### config.mk
export PLATFORM = sky130hd
export DESIGN_NAME = checkpoint_monitor
export DESIGN_NICKNAME = d
export VERILOG_FILES = /design/src/rtl/checkpoint_monitor_pkg.sv /design/src/rtl/checkpoint_wdt.sv /design/src/rtl/checkpoint_monitor.sv
export SDC_FILE = /design/constraint.sdc
export NUM_CORES = 1
export LEC_CHECK = 0
export BUFFER_PORTS_ARGS = -buffer_cell sky130_fd_sc_hd__buf_2
export CORE_UTILIZATION = 38
export DETAILED_ROUTE_END_ITERATION = 16
export GPL_TIMING_DRIVEN = 0
export PLACE_DENSITY_LB_ADDON = 0.1
export SETUP_SLACK_MARGIN = 0.4
export SYNTH_ARGS = -nofsm -noshare
export SYNTH_HDL_FRONTEND = slang
export SYNTH_SLANG_ARGS = --single-unit
### constraint.sdc
create_clock -name clock -period 6.2 [get_ports clock]
set_input_delay 1.24 -clock clock [delete_from_list [all_inputs] [get_ports clock]]
set_output_delay 1.24 -clock clock [all_outputs]
set_load 0.02 [all_outputs]
### src/rtl/checkpoint_monitor_pkg.sv
// Shared state encoding, default parameter values and width helper for checkpoint_monitor.
package checkpoint_monitor_pkg;

  typedef enum logic [1:0] {
    ST_IDLE  = 2'd0,
    ST_ARMED = 2'd1,
    ST_PASS  = 2'd2,
    ST_FAIL  = 2'd3
  } state_t;

  localparam int DEF_WIDTH         = 16;
  localparam int DEF_DEPTH         = 4;
  localparam int DEF_TICK_CYCLES   = 1000;
  localparam int DEF_TIMEOUT_TICKS = 30;

  // Never returns zero, so degenerate sizes still give a legal vector width.
  function automatic int clog2_min1(input int v);
    return (v > 1) ? $clog2(v) : 1;
  endfunction

endpackage

### src/rtl/checkpoint_wdt.sv
// Prescaled watchdog: counts TICK_CYCLES clocks per tick while run is high and
// flags the cycle that completes tick number TIMEOUT_TICKS.
module checkpoint_wdt
  import checkpoint_monitor_pkg::*;
#(
  parameter int TICK_CYCLES   = DEF_TICK_CYCLES,
  parameter int TIMEOUT_TICKS = DEF_TIMEOUT_TICKS
) (
  input  logic clock,
  input  logic resetb,
  input  logic run,
  input  logic clr,
  output logic tick,
  output logic expired
);

  localparam int PW = clog2_min1(TICK_CYCLES);
  localparam int TW = clog2_min1(TIMEOUT_TICKS + 1);

  logic [PW-1:0] presc;
  logic [TW-1:0] ticks;

  // Combinational so the owner can act on the same edge that completes the tick.
  assign tick    = run && (presc == PW'(TICK_CYCLES - 1));
  assign expired = tick && (ticks == TW'(TIMEOUT_TICKS - 1));

  always_ff @(posedge clock or negedge resetb) begin
    if (!resetb) begin
      presc <= '0;
      ticks <= '0;
    end else if (clr) begin
      presc <= '0;
      ticks <= '0;
    end else if (run) begin
      if (tick) begin
        presc <= '0;
        ticks <= ticks + TW'(1);
      end else begin
        presc <= presc + PW'(1);
      end
    end
  end

endmodule

### src/rtl/checkpoint_monitor.sv
// Watches code_i for an ordered sequence of programmed checkpoint codes under a watchdog.
// Optional out-of-order failure detection: define CHECKPOINT_MONITOR_ORDER_CHECK_EN.
module checkpoint_monitor
  import checkpoint_monitor_pkg::*;
#(
  parameter int WIDTH         = DEF_WIDTH,
  parameter int DEPTH         = DEF_DEPTH,
  parameter int TICK_CYCLES   = DEF_TICK_CYCLES,
  parameter int TIMEOUT_TICKS = DEF_TIMEOUT_TICKS
) (
  input  logic                                clock,
  input  logic                                resetb,
  input  logic [WIDTH-1:0]                    code_i,
  input  logic                                cfg_we,
  input  logic [clog2_min1(DEPTH)-1:0]        cfg_addr,
  input  logic [WIDTH-1:0]                    cfg_data,
  input  logic [$clog2(DEPTH+1)-1:0]          num_stages,
  input  logic                                start,
  input  logic                                clear,
  output logic                                busy,
  output logic                                pass,
  output logic                                fail,
  output logic                                timeout,
  output logic                                order_err,
  output logic [$clog2(DEPTH+1)-1:0]          stage,
  output logic                                tick,
  output logic [WIDTH-1:0]                    fail_code
);

  localparam int AW = clog2_min1(DEPTH);
  localparam int SW = $clog2(DEPTH + 1);

  state_t           state_q, state_d;
  logic [WIDTH-1:0] code_q;
  logic [WIDTH-1:0] tbl [DEPTH];
  logic [SW-1:0]    num_q, num_clamp, stage_q, stage_inc;
  logic             timeout_q;
  logic             match, last, order_hit;
  logic             wdt_tick, wdt_expired;

  assign num_clamp = (num_stages > SW'(DEPTH)) ? SW'(DEPTH) : num_stages;
  assign stage_inc = stage_q + SW'(1);
  assign match     = (code_q == tbl[stage_q[AW-1:0]]);
  assign last      = match && (stage_inc == num_q);

  checkpoint_wdt #(
    .TICK_CYCLES  (TICK_CYCLES),
    .TIMEOUT_TICKS(TIMEOUT_TICKS)
  ) u_wdt (
    .clock  (clock),
    .resetb (resetb),
    .run    (state_q == ST_ARMED),
    .clr    (state_q != ST_ARMED),
    .tick   (wdt_tick),
    .expired(wdt_expired)
  );

  // State register
  always_ff @(posedge clock or negedge resetb) begin
    if (!resetb) state_q <= ST_IDLE;
    else         state_q <= state_d;
  end

  // Next state: final match beats order failure, which beats timeout
  always_comb begin
    state_d = state_q;
    case (state_q)
      ST_IDLE:  if (start) state_d = (num_clamp == '0) ? ST_PASS : ST_ARMED;
      ST_ARMED: begin
        if (last)             state_d = ST_PASS;
        else if (order_hit)   state_d = ST_FAIL;
        else if (wdt_expired) state_d = ST_FAIL;
      end
      default:  if (clear) state_d = ST_IDLE;
    endcase
  end

  // Outputs decoded from state
  always_comb begin
    busy = (state_q == ST_ARMED);
    pass = (state_q == ST_PASS);
    fail = (state_q == ST_FAIL);
  end

  assign tick    = wdt_tick;
  assign stage   = stage_q;
  assign timeout = timeout_q;

  always_ff @(posedge clock or negedge resetb) begin
    if (!resetb) begin
      code_q    <= '0;
      num_q     <= '0;
      stage_q   <= '0;
      timeout_q <= 1'b0;
      for (int i = 0; i < DEPTH; i++) tbl[i] <= '0;
    end else begin
      code_q <= code_i;
      case (state_q)
        ST_IDLE: begin
          if (cfg_we && (int'(cfg_addr) < DEPTH)) tbl[cfg_addr] <= cfg_data;
          if (start) begin
            num_q     <= num_clamp;
            stage_q   <= '0;
            timeout_q <= 1'b0;
          end
        end
        ST_ARMED: begin
          if (match) stage_q <= stage_inc;
          if (!last && !order_hit && wdt_expired) timeout_q <= 1'b1;
        end
        default: begin
          if (clear) begin
            stage_q   <= '0;
            timeout_q <= 1'b0;
          end
        end
      endcase
    end
  end

`ifdef CHECKPOINT_MONITOR_ORDER_CHECK_EN
  logic             order_q;
  logic [WIDTH-1:0] fail_code_q;

  // A code belonging to a later active stage, seen before the current one matched.
  always_comb begin
    order_hit = 1'b0;
    for (int j = 0; j < DEPTH; j++) begin
      if ((j > int'(stage_q)) && (j < int'(num_q)) && (code_q == tbl[j])) order_hit = 1'b1;
    end
    if (match || (state_q != ST_ARMED)) order_hit = 1'b0;
  end

  always_ff @(posedge clock or negedge resetb) begin
    if (!resetb) begin
      order_q     <= 1'b0;
      fail_code_q <= '0;
    end else if ((state_q == ST_IDLE && start) || (state_q != ST_ARMED && state_q != ST_IDLE && clear)) begin
      order_q     <= 1'b0;
      fail_code_q <= '0;
    end else if (state_q == ST_ARMED && !last && order_hit) begin
      order_q     <= 1'b1;
      fail_code_q <= code_q;
    end
  end

  assign order_err = order_q;
  assign fail_code = fail_code_q;
`else
  assign order_hit = 1'b0;
  assign order_err = 1'b0;
  assign fail_code = '0;
`endif

endmodule
==> results.toml <==
[drt]
vias = 2758
ant_nets = 0
drc = 0
drt_wl_total_um = 9140
wl_per_cell_um = 15.6
drtIter0Drc = 130
drt-pass1-iter-count = 4
routed_via_density = 4.70

[global_routing]
grt_pass1_vias = 2841
antenna_found_initial = 0
grt_first_pass_wirelength_um = 15200
grt_usage_pct = 15.9
grt_remaining_overflow = 0
grt_max_degree = 67

[setup_path]
reg2reg_slack_ns = 3.19
rr_endpoint = "tbl[57]$_DFFE_PN0P_"
critPathKind = "reg2out"
path_max_fanout = 10
cp.required_ns = 4.96
ff2ff_path_depth = 6
reg2reg_from = "state_q[1]$_DFFE_PN0P_"
cp-end-kind = "output pin"
worstPathArrival_ns = 1.96
start_kind = "flop"

[sta]
max_freq_mhz = 313
rsz0062_at_grt = "false"
final-hold-violation-count = 0
worst_pin_slew_ns = 1.18
slew_viol_final = 0
holdWs_ns = 0.467
slew_headroom_pct = 20.7
setup_ws_ns = 3.00
fin_crit_sh_pct = 51.6
final.min_clock_period_ns = 3.20
fin_tns_setup_ns = 0
finalSetupViolCount = 0
finalClockSkew_ns = 0.00477

[cts]
cts_tree = "done"
htree_levels = 3
cts_resized = 0
clockBufferDepth = 2
worstSkewPairLatency_ns = 0.35
clock-root-buffer = "clkbuf_16"
clkTransAtPathRegs_ns = 0.07
post_cts.repair.setup_buffers = 0
clock-sinks = 104
numCtsBuffers = 9
cts_hold_buf = 0

[final_layout]
final_layout_size_suffix_gt1_share_pct = 40.6
fin_area_mm2 = 0.00563
num_antenna_cells = 0
syn_to_final_growth_pct = 17.8
nets = 461
final_cell_mix = "dfrtp_1 (104), mux2_2 (66), buf_2 (50)"
fillerInstances = 1148
final_common_cell = "dfrtp_1"

[logic_synthesis]
synth-simple-area-share_pct = 7.91
ys_seq_area_share_pct = 54.5
yosys-mux-area-fraction_pct = 23.4
avgSynthCellArea_um2 = 14.1
synth-adder-area-share_pct = 1.05
syn-cell-area_mm2 = 0.00478
yosys_warnings = 0
synth_compound_area_share_pct = 2.10
synth_top_family_by_area = "multiplexers"
synthCells = 338
ys_ff_latch = 104
synth_xor_area_share_pct = 6.50
ys_types = 40

[worst_hold_path]
hold_path.startpoint = "u_wdt.presc[0]$_DFF_PN0_"
holdPathStages = 1
hold-path-endpoint = "u_wdt.presc[0]$_DFF_PN0_"
hold_path.class = "reg2reg"

[floorplanning]
io_pins = 67
die_area_mm2 = 0.0130
die_height_um = 114
initial_core_util_pct = 39.4
coreArea_mm2 = 0.0121
num_rows = 40
die_w_um = 114

[job]
max-cap-violations = 0

[pwr]
power_density_mw_per_mm2 = 271
ir_worst_vdd_mv = 0.149
finalPower_mw = 1.53
p_leak_nw = 2.71

[outcome]
status = "finished clean"

[place]
gp_congestion = 0.735
dpl.hpwl_um = 6330
port_buffers = 49
place_area_mm2 = 0.00532
dp_worst_setup_slack_ns = 2.86
-- sequential cells by signal, summed over array words and instances (netlist names) --
signal / flops
u_wdt.ticks: 5
num_q: 3
u_wdt.presc: 10
tbl: 64
timeout: 1
code_q: 16
stage: 3
state_q: 2
-- power breakdown --
group / switching, mW / internal, mW / leakage [nW]
logic: 0.0803 / 0.0855 / 1.19
clock network: 0.240 / 0.352 / 0.143
registers: 0.0377 / 0.730 / 1.38
total: 0.358 / 1.17 / 2.71
-- cells in the mapped netlist --
cell,number,share of area [%]
nor4_4,1,0.45
and2_1,2,0.26
nand3_1,3,0.31
o211ai_1,1,0.16
nor3_1,4,0.42
a21oi_1,1,0.10
dfrtp_1,104,54
conb_1,1,0.078
buf_4,17,2.7
o21ai_0,2,0.21
nand4_1,8,1.0
xnor2_1,22,4.0
nor2b_1,1,0.13
nand4b_1,1,0.18
o31a_1,1,0.18
nand4_2,1,0.26
buf_2,2,0.21
xor2_1,6,1.1
o21ai_2,1,0.18
buf_6,1,0.24
nand2b_1,5,0.65
ha_1,4,1.0
and3_1,4,0.52
mux4_2,12,5.7
clkbuf_1,8,0.63
o22a_1,1,0.18
a211o_1,3,0.55
nand2_1,12,0.94
a22o_1,1,0.18
buf_12,1,0.42
xnor2_2,4,1.4
nor3b_2,1,0.26
a211oi_1,1,0.16
nor2_1,24,1.9
mux4_1,4,2.2
mux2_2,66,16
nor4_1,1,0.13
a31o_1,1,0.18
nand4_4,1,0.45
inv_1,4,0.31
-- routing by layer --
metal,wire (um),GRT usage [%],part of all wire (%),vias up
met2,4200,24.6,46,51
met5,0,0,0,-
li1,-,-,-,1314
met4,206,8.31,2.3,0
met1,4440,21.5,49,1381
met3,287,2.70,3.1,12
-- worst max-delay path: stages (launching register included) --
cell      delay, ns
dfrtp_1        0.36
clkbuf_1       0.19
nand2b_1       0.25
clkbuf_1       0.27
nor4_1         0.32
buf_2          0.21
-- layout make-up --
type	instances	area, um^2	area share [%]
clock inverter	3	67.6	1.20
tap	168	210	3.74
inverter	4	15.0	0.267
sequential	104	2600	46.3
clock buffer	12	236	4.20
timing repair buffer	50	275	4.89
multi-input combinational	217	2020	35.9
buffer	29	199	3.54
-- per-stage QoR --
stage          utilization (%)  cells
3_3_place_gp              43.7    571
3_5_place_dp              43.9    572
6_report                  46.5    587
4_1_cts                   46.5    587
5_1_grt                   46.5    587
2_1_floorplan                -    354
-- logic make-up after synthesis --
| family | count (synthesis) |
|---|---|
| xor gates and xnor gates | 32 |
| and+or+nand+nor | 69 |
| AOI/OAI and AO/OA | 13 |
| muxes | 82 |
| other | 1 |
| adders and majority gates | 4 |
| DFF | 104 |
| buffers and inverters | 33 |
-- worst max-delay path by stage --
stage / startpoint / endpoint / slack (ns)
detailed placement: cfg_we / tbl[57]$_DFFE_PN0P_ / 2.86
finish: state_q[1]$_DFFE_PN0P_ / tick / 3.00
global route: state_q[1]$_DFFE_PN0P_ / tick / 2.84
CTS: state_q[1]$_DFFE_PN0P_ / tick / 2.98
global placement: resetb / tbl[43]$_DFFE_PN0P_ / 2.66
floorplan: state_q[1]$_DFFE_PN0P_ / tick / 3.30
Power figures use the tool's default switching activity.
